==> config.mk <==
export PLATFORM = sky130hd
export DESIGN_NAME = mips_wb_trace_buffer
export DESIGN_NICKNAME = d
export VERILOG_FILES = /design/src/rtl/mips_wb_trace_buffer.sv
export SDC_FILE = /design/constraint.sdc
export NUM_CORES = 1
export LEC_CHECK = 0
export CORE_MARGIN = 4
export CORE_UTILIZATION = 35
export DETAILED_ROUTE_END_ITERATION = 8
export HOLD_SLACK_MARGIN = 0.15
export PLACE_DENSITY_LB_ADDON = 0.3
export SLEW_MARGIN = 20
export SYNTH_ARGS = -nofsm -noshare
export SYNTH_HDL_FRONTEND = slang
export SYNTH_SLANG_ARGS = --single-unit
==> constraint.sdc <==
create_clock -name mips_cpu_clk -period 9.33 [get_ports mips_cpu_clk]
set_input_delay 1.3995 -clock mips_cpu_clk [delete_from_list [all_inputs] [get_ports mips_cpu_clk]]
set_output_delay 1.3995 -clock mips_cpu_clk [all_outputs]
set_load 0.005 [all_outputs]
==> src/rtl/mips_wb_trace_buffer.sv <==
// Register-file writeback trace buffer: queues {pc, wnum, wdata} records from the
// single-cycle MIPS core and drains them over a show-ahead valid/ready stream.
module mips_wb_trace_buffer #(
    parameter int DEPTH = 16,
    parameter int AW    = 4
) (
    input  logic        mips_cpu_clk,
    input  logic        mips_cpu_reset,
    input  logic        rf_wen,
    input  logic [4:0]  rf_waddr,
    input  logic [31:0] rf_wdata,
    input  logic [31:0] pc,
    input  logic        mem_write,
    input  logic [31:0] mem_address,
    input  logic [31:0] mem_write_data,
    output logic        trace_valid,
    input  logic        trace_ready,
    output logic [31:0] trace_pc,
    output logic [4:0]  trace_wnum,
    output logic [31:0] trace_wdata,
    output logic        trace_done,
    output logic        trace_overflow,
    output logic [31:0] trace_count,
    output logic [15:0] drop_count
);

    typedef enum logic [1:0] {
        ST_CAPTURE = 2'd0,
        ST_DRAIN   = 2'd1,
        ST_DONE    = 2'd2
    } state_t;

    state_t      state_r;
    state_t      state_next_s;
    logic [68:0] mem_r [DEPTH];
    logic [AW:0] wr_ptr_r;
    logic [AW:0] rd_ptr_r;
    logic        overflow_r;
    logic [31:0] count_r;
    logic [15:0] drop_r;

    logic        empty_s;
    logic        full_s;
    logic        pop_s;
    logic        event_s;
    logic        end_marker_s;
    logic        push_s;
    logic        drop_s;
    logic [68:0] head_s;

    // Queue status and event qualification; a full queue still accepts when the head leaves this cycle.
    always_comb begin
        empty_s      = (wr_ptr_r == rd_ptr_r);
        full_s       = (wr_ptr_r[AW] != rd_ptr_r[AW]) &&
                       (wr_ptr_r[AW-1:0] == rd_ptr_r[AW-1:0]);
        pop_s        = !empty_s && trace_ready;
        event_s      = rf_wen && (rf_waddr != 5'd0) && (state_r == ST_CAPTURE);
        end_marker_s = mem_write && (mem_write_data == 32'd0) &&
                       (mem_address == 32'd12) && (state_r == ST_CAPTURE);
        push_s       = event_s && (!full_s || pop_s);
        drop_s       = event_s && full_s && !pop_s;
        head_s       = mem_r[rd_ptr_r[AW-1:0]];
    end

    // Next-state logic: DONE is entered from the first DRAIN cycle that starts with an empty queue.
    always_comb begin
        state_next_s = state_r;
        case (state_r)
            ST_CAPTURE: begin
                if (end_marker_s) begin
                    state_next_s = ST_DRAIN;
                end else begin
                    state_next_s = ST_CAPTURE;
                end
            end
            ST_DRAIN: begin
                if (empty_s) begin
                    state_next_s = ST_DONE;
                end else begin
                    state_next_s = ST_DRAIN;
                end
            end
            ST_DONE:  state_next_s = ST_DONE;
            default:  state_next_s = ST_CAPTURE;
        endcase
    end

    // State, pointers and statistics.
    always_ff @(posedge mips_cpu_clk) begin
        if (mips_cpu_reset) begin
            state_r    <= ST_CAPTURE;
            wr_ptr_r   <= '0;
            rd_ptr_r   <= '0;
            overflow_r <= 1'b0;
            count_r    <= 32'd0;
            drop_r     <= 16'd0;
        end else begin
            state_r <= state_next_s;
            if (push_s) begin
                wr_ptr_r <= wr_ptr_r + (AW+1)'(1);
                count_r  <= count_r + 32'd1;
            end
            if (pop_s) begin
                rd_ptr_r <= rd_ptr_r + (AW+1)'(1);
            end
            if (drop_s) begin
                overflow_r <= 1'b1;
                if (drop_r != 16'hFFFF) begin
                    drop_r <= drop_r + 16'd1;
                end
            end
        end
    end

    // Record storage; contents are don't-care after reset, so no reset term.
    always_ff @(posedge mips_cpu_clk) begin
        if (!mips_cpu_reset && push_s) begin
            mem_r[wr_ptr_r[AW-1:0]] <= {pc, rf_waddr, rf_wdata};
        end
    end

    assign trace_valid    = !empty_s;
    assign trace_pc       = head_s[68:37];
    assign trace_wnum     = head_s[36:32];
    assign trace_wdata    = head_s[31:0];
    assign trace_done     = (state_r == ST_DONE);
    assign trace_overflow = overflow_r;
    assign trace_count    = count_r;
    assign drop_count     = drop_r;

endmodule

Word-level counts from Yosys, hierarchy flattened
Memories as Yosys holds them, arrays and structs flattened. A register that Yosys moved wholly into a read port is not among the register bits. Cells that the tools add are included.

Bits in registers: 61. RAM bits: 1104. Bits of input ports: 138. Output and inout port bits: 120. Logic and storage cells: 45. Memories: 1.

Memories: mem_r (depth 16, bits a word 69, read ports 1, clocked after Yosys merged registers in 1, write ports 1, RTL line 35) `logic [68:0] mem_r [DEPTH];`.

Add/sub/neg operators: 4. Equal/unequal tests: 7. Muxes and demuxes: 7. Reduce and logical (&&, ||, !) cells: 20.

Operators with widths (number): $add 32x1->32 const B (1); $eq 32x4->1 const B (1); $logic_not 32->1 (1); $add 16x1->16 const B (1); $ne 16x16->1 const B (1); $logic_and 1x1->1 (11); $add 5x1->5 const B (2); $mux 4 (2); $pmux 2 s3 (1); $eq 5x5->1 (1); $reduce_bool 5->1 (1); $eq 4x4->1 (1); $logic_not 1->1 (4); $mux 1 (3); $eq 2x1->1 const B (1); $eq 2x2->1 const B (1); $logic_not 2->1 (1); $mux 2 (1); $reduce_and 2->1 (1); $logic_or 1x1->1 (1); $ne 1x1->1 (1).

Logic depth before layout (Yosys ltp)
Gate-level depths: netlist of the first run.

Word-level depth: 8. Gate-level depth with buffers: 9. Mapped depth without buffers: 6.

Worst setup path before layout of the first run
Ideal clock, no wire load.

Path kind: input port to flip-flop. Start point: input rf_waddr[3]. End point: memory mem_r[3][0], enable pin. Setup time: 0.581 ns. Arrival time: 7.084 ns. Data required time: 8.749 ns. Path slack: 1.665 ns. Cell stages on the path: 6. Path buffers: 1. Cell sequence: or4_1 > o211ai_1 > a211oi_1 > clkbuf_1 > nand2_1 > nor3_1.

Word-level cells in the longest chain between the ends: 7.

Ends and longest elaborated chain: from (decl) (RTL line 10) `input logic [4:0] rf_waddr,`; $reduce_bool 5->1 (RTL line 57) `event_s = rf_wen && (rf_waddr != 5'd0) && (state_r == ST_CAPTURE);`; $logic_and 1x1->1 (2 in a row) (RTL line 57); $logic_and 1x1->1 (RTL line 60) `push_s = event_s && (!full_s || pop_s);`; $logic_and 1x1->1 (RTL line 117) `if (!mips_cpu_reset && push_s) begin`; $mux 1 (RTL line 117); $mux 1 (implied by the code) (RTL line 118) `mem_r[wr_ptr_r[AW-1:0]] <= {pc, rf_waddr, rf_wdata};`; to (decl) (RTL line 35).

Every way passes these cells.

==> results of run 1 <==
## cell families (layout without fill, tap and decap cells)
family,after synthesis,after routing,share of synthesized area
flip-flops,1169,1169,0.770
multiplexers,348,348,0.174
AND/OR/NAND/NOR,193,193,0.0255
buffers and inverters,108,508,0.0103
AO/OA/AOI/OAI,101,101,0.0137
XOR/XNOR,20,20,0.00392
adder cells (fa/ha/maj),7,7,0.00196
other,0,6,0
## layout make-up
class	count	area (um2)	share of cell area
inverters	8	30.0	0.000567
clock inverters	76	597	0.0113
flip-flops and latches	1169	34500	0.651
well taps	1650	2060	0.0390
diodes	6	15.0	0.000284
clock buffers	137	3000	0.0567
repair buffers	287	2830	0.0535
multi-input cells	669	9910	0.187
## sequential cells by signal (all words and copies together) (netlist names), named ones only
signal	count
state_r	2
mem_r	1104
wr_ptr_r	5
rd_ptr_r	5
trace_count	32
trace_overflow	1
drop_count	16
## worst max path at each step
| stage | start | endpoint | depth (start not counted) |
|---|---|---|---|
| floorplan | rf_waddr[3] | mem_r[3][0]$_DFFE_PP_ | 6 |
| global placement | rf_waddr[4] | mem_r[15][48]$_DFFE_PP_ | 8 |
| detailed placement | rf_waddr[4] | mem_r[14][48]$_DFFE_PP_ | 8 |
| CTS | register | trace_wdata[28] | 4 |
| global route | register | trace_wdata[31] | 4 |
| finish | register | trace_wdata[28] | 4 |
## critical path: cells and delay by family, from the launching register on
| family | cells | cell delay, ns |
|---|---|---|
| mux | 2 | 1.22 |
| buf+inv | 2 | 1.34 |
| flops | 1 | 0.97 |
## Yosys cell counts, drive strengths merged, types with 19 or more instances
| library cell | instances | share of area |
|---|---|---|
| clkbuf | 63 | 0.0053 |
| a21oi | 42 | 0.0047 |
| nor4 | 19 | 0.0031 |
| edfxtp | 1104 | 0.74 |
| nor2 | 30 | 0.0025 |
| o21ai | 24 | 0.0027 |
| nand2 | 26 | 0.0022 |
| mux4 | 345 | 0.17 |
| or3 | 20 | 0.0028 |
| buf | 37 | 0.0043 |
| nand3 | 21 | 0.0025 |
| dfxtp | 65 | 0.029 |
## power groups by stage
stage	logic, mW	clock network, mW	registers, mW
floorplan	0.899	0	5.90
global placement	1.37	0	5.95
detailed placement	1.38	0	5.96
CTS	1.39	4.52	5.85
global route	1.44	4.76	5.85
finish	1.33	4.41	5.84
## stage by stage
stage               power, mW  cell area [um2]
finish                   11.6            52900
global route             12.1            52900
CTS                      11.7            52900
detailed placement       7.34            49300
global placement         7.32            49300
floorplan                6.80            44700
## layer usage
layer,vias to the layer above,global-route usage
met1,11300,0.210
met5,-,0
met3,168,0.0327
met2,584,0.251
met4,12,0.0392
li1,8993,-
==> flow_metrics.tcl, run 1 <==
set metrics [dict create \
    vdd_drop_max_mv 0.165 \
    wl_met3_um 6040 \
    period_needed_ns 5.65 \
    worst_hold_slack_ns 0.458 \
    clk_pin_slew_ns 0.06 \
    r2r_cells 7 \
    portBuffers 257 \
    fillers 10900 \
    leakagePower_nw 15.7 \
    initial_utilization 0.354 \
    report.final.slew_viol_count 0 \
    required_ns 7.93 \
    clock_latency_ns 0.69 \
    clock_sinks 1169 \
    synth_nets 2091 \
    fmax_ghz 0.177 \
    ys_seq_elements 1169 \
    vias_per_cell 5.26 \
    p_sw_frac 0.221 \
    fin_skew_ns 0.0277 \
    p_per_area_mw_per_mm2 219 \
    io_pins 258 \
    net-switching-power_mw 2.56 \
    pwr-share-clk 0.381 \
    rrSetupSlack_ns 5.60 \
    ant_nets 0 \
    rows 130 \
    syn2layout_area_growth_pct 18.3 \
    highest_layer "met5" \
    cp-start-kind "register" \
    cts_tree "done" \
    drt_wl_total_um 102000 \
    gp_congestion 0.776 \
    die_w_um 365 \
    wl_met2_um 50200 \
    place_ws_ns 3.71 \
    worst_slack_ns 3.68 \
    synthArstFlopShare 0 \
    num_vias 21100 \
    arrival_ns 4.25 \
    antenna_found_initial 19 \
    dp_hpwl_um 55100 \
    min-delay-start "trace_overflow$_SDFFE_PP0P_" \
    rr_startpoint "wr_ptr_r[2]$_SDFFE_PP0P_" \
    grt_pass1_wl_um 151000 \
    yosysSeqAreaShare 0.770 \
    max-cap-violations 0 \
    ctsResizeCount 0 \
    slowest_delay_ns 0.97 \
    globalRoute.totalOverflow 0 \
    cpMostUsedCell "mux4_2" \
    fin_crit_sh 0.606 \
    h-tree-depth 3 \
    layout_commonest_cell "edfxtp_1" \
    first_iter_violations 1960 \
    p_seq_frac 0.504 \
    final_cells 4002 \
    grt_max_degree 148 \
    syn_area_mm2 0.0447 \
    first_pass_iters 5 \
    yosysWarnings 0 \
    internal_power_mw 9.03 \
    die_h_um 365 \
    tns_ns 0 \
    layout_common_cells "edfxtp_1, mux4_2, clkdlybuf4s50_1, clkbuf_16, dfxtp_1" \
    ys.flop_type "edfxtp_1" \
    cts_inserted_buffers 114 \
    tightest_slew_ns 1.10 \
    met1_length_um 42900 \
    cp-end-kind "output port" \
    relSlewSlack 0.267 \
    power_frac_comb 0.115 \
    hold_depth 2 \
    cts_buffer_depth 3 \
    wl_per_cell_um 25.4 \
    holdPathEnd "trace_overflow$_SDFFE_PP0P_" \
    cts_setup_buffers 0 \
    final_nets 2394 \
    synth_area_per_cell_um2 23.0 \
    core-area_mm2 0.126 \
    layout-drive-gt1-share 0.244 \
    grt_pass1_vias 22500 \
    hold_viol_final 0 \
    post-route-util 0.419 \
    critical_path.cell_chain "buf_4 -> mux4_2 -> mux4_2 -> clkdlybuf4s50_1" \
    worstHoldPathType "register to register" \
    hold_buffers 0 \
    grt_usage 0.153 \
    rsz0062_at_grt "no" \
    worstPathMaxFanout 44 \
    reg2reg_to "mem_r[14][35]$_DFFE_PP_" \
    placed_cells 3783 \
    status "finished, final reports clean" \
    yosysUniqueCellTypes 57 \
    root_buffer "clkbuf_16" \
    slowest_stage "dfxtp_4" \
    path_class "register to output port" \
    synth_edf_count 1104 \
    drc 0 \
    finalSetupViolCount 0 \
    syn_inst 1946 \
    dieArea_mm2 0.134 \
]
(Power assumes the default switching activity.)
==> run 2: changes to the inputs <==
==> constraint.sdc (replaced) <==
create_clock -name mips_cpu_clk -period 5.25 [get_ports mips_cpu_clk]
set_input_delay 0.7875 -clock mips_cpu_clk [delete_from_list [all_inputs] [get_ports mips_cpu_clk]]
set_output_delay 0.7875 -clock mips_cpu_clk [all_outputs]
set_load 0.005 [all_outputs]
==> flow_metrics.tcl, run 2 (synthesis gave the netlist of run 1 again) <==
set metrics [dict create \
    status "finished, final reports clean" \
    vdd_drop_max_mv 0.311 \
    fin_skew_ns 0.0213 \
    clk_pin_slew_ns 0.06 \
    report.final.slew_viol_count 0 \
    core-area_mm2 0.126 \
    fin_crit_sh 0.843 \
    largest_reg_flops 1104 \
    layout_common_cells "edfxtp_1, mux4_2, clkdlybuf4s50_1, clkbuf_16, dfxtp_1" \
    worstHoldPathType "register to register" \
    arrival_ns 3.64 \
    io_pins 258 \
    p_per_area_mw_per_mm2 393 \
    relSlewSlack 0.270 \
    layout_commonest_cell "edfxtp_1" \
    drc 0 \
    cts_inserted_buffers 116 \
    worstPathMaxFanout 38 \
    first_pass_iters 5 \
    placed_cells 3802 \
    reg2reg_to "mem_r[15][45]$_DFFE_PP_" \
    tns_ns 0 \
    wl_per_cell_um 25.4 \
    clock_sinks 1169 \
    first_iter_violations 1726 \
    num_vias 21300 \
    leakagePower_nw 15.9 \
    required_ns 4.46 \
    grt_pass1_vias 22500 \
    globalRoute.totalOverflow 0 \
    period_needed_ns 4.43 \
    tightest_slew_ns 1.10 \
    hold_buffers 0 \
    grt_usage 0.153 \
    initial_utilization 0.354 \
    final_cells 4018 \
    ant_nets 0 \
    finalSetupViolCount 0 \
    rsz0062_at_grt "no" \
    antenna_found_initial 11 \
    dp_hpwl_um 56800 \
    cp-start-kind "register" \
    clock_latency_ns 0.69 \
    drt_wl_total_um 102000 \
    r2r_cells 6 \
    hold_viol_final 0 \
    max-cap-violations 0 \
    dieArea_mm2 0.134 \
    die_h_um 365 \
    cts_buffer_depth 3 \
    ctsResizeCount 0 \
    path_class "register to output port" \
    vias_per_cell 5.29 \
    gp_congestion 0.773 \
    rrSetupSlack_ns 1.21 \
    grt_pass1_wl_um 151000 \
    rr_startpoint "wr_ptr_r[2]$_SDFFE_PP0P_" \
    cts_tree "done" \
    grt_max_degree 110 \
    portBuffers 257 \
    h-tree-depth 3 \
    fmax_ghz 0.226 \
    die_w_um 365 \
    cts_setup_buffers 0 \
    crit_path_end "trace_wdata[31]" \
    layout-drive-gt1-share 0.251 \
    rows 130 \
    root_buffer "clkbuf_16" \
    cp-end-kind "output port" \
    final_nets 2416 \
    syn2layout_area_growth_pct 19.3 \
]
[run 2: cell count changes in the layout (fill, tap and decap cells not counted), moves of 3 or more]
cell	before	now
clkinv_2	24	21
diode_2	6	3
buf_12	3	14
clkinv_1	33	28
buf_4	27	35
bufinv_16	7	12
inv_6	4	0
[run 2: cell type report]
class	count	area, um2
inverters	8	30.0
multi-input cells	669	9920
well taps	1650	2060
flip-flops and latches	1169	34500
repair buffers	307	3140
clock inverters	72	698
clock buffers	140	3040
diodes	3	7.51
fillers	10800	72900
[run 2: worst min path at each step]
stage / from / endpoint / cells after the start
2_1_floorplan: trace_overflow$_SDFFE_PP0P_ / trace_overflow$_SDFFE_PP0P_ / 2
3_5_place_dp: trace_overflow$_SDFFE_PP0P_ / trace_overflow$_SDFFE_PP0P_ / 2
3_3_place_gp: trace_overflow$_SDFFE_PP0P_ / trace_overflow$_SDFFE_PP0P_ / 2
4_1_cts: trace_overflow$_SDFFE_PP0P_ / trace_overflow$_SDFFE_PP0P_ / 2
5_1_grt: trace_overflow$_SDFFE_PP0P_ / trace_overflow$_SDFFE_PP0P_ / 2
6_report: trace_overflow$_SDFFE_PP0P_ / trace_overflow$_SDFFE_PP0P_ / 2
[run 2: metal layers]
layer | track usage | share of wire
met5 | 0 | 0.00026
met3 | 0.0305 | 0.057
met1 | 0.211 | 0.43
met2 | 0.254 | 0.50
met4 | 0.0328 | 0.018
[run 2: worst max-delay path, stage by stage, from the launching register on]
cell and delay, ns:
dfxtp_4 0.91, buf_12 0.39, mux4_2 0.55, mux4_2 0.59, clkdlybuf4s50_1 0.50
[run 2: power breakdown]
part | switching, mW | leakage [nW] | internal (mW)
sequential | 0.0817 | 10.5 | 10.3
clock | 3.43 | 1.82 | 4.69
combinational | 1.10 | 3.56 | 1.42
[run 2: metrics by stage]
step	area, um2	hold WS (ns)	worst slack [ns]	total power, mW	util
2_1_floorplan	44700	0.442	0.0460	12.1	-
3_3_place_gp	49600	0.434	0.487	13.1	0.393
3_5_place_dp	49600	0.458	0.477	13.2	0.393
4_1_cts	53300	0.471	0.665	21.3	0.422
5_1_grt	53400	0.481	0.579	21.8	0.423
6_report	53400	0.469	0.825	21.0	0.423
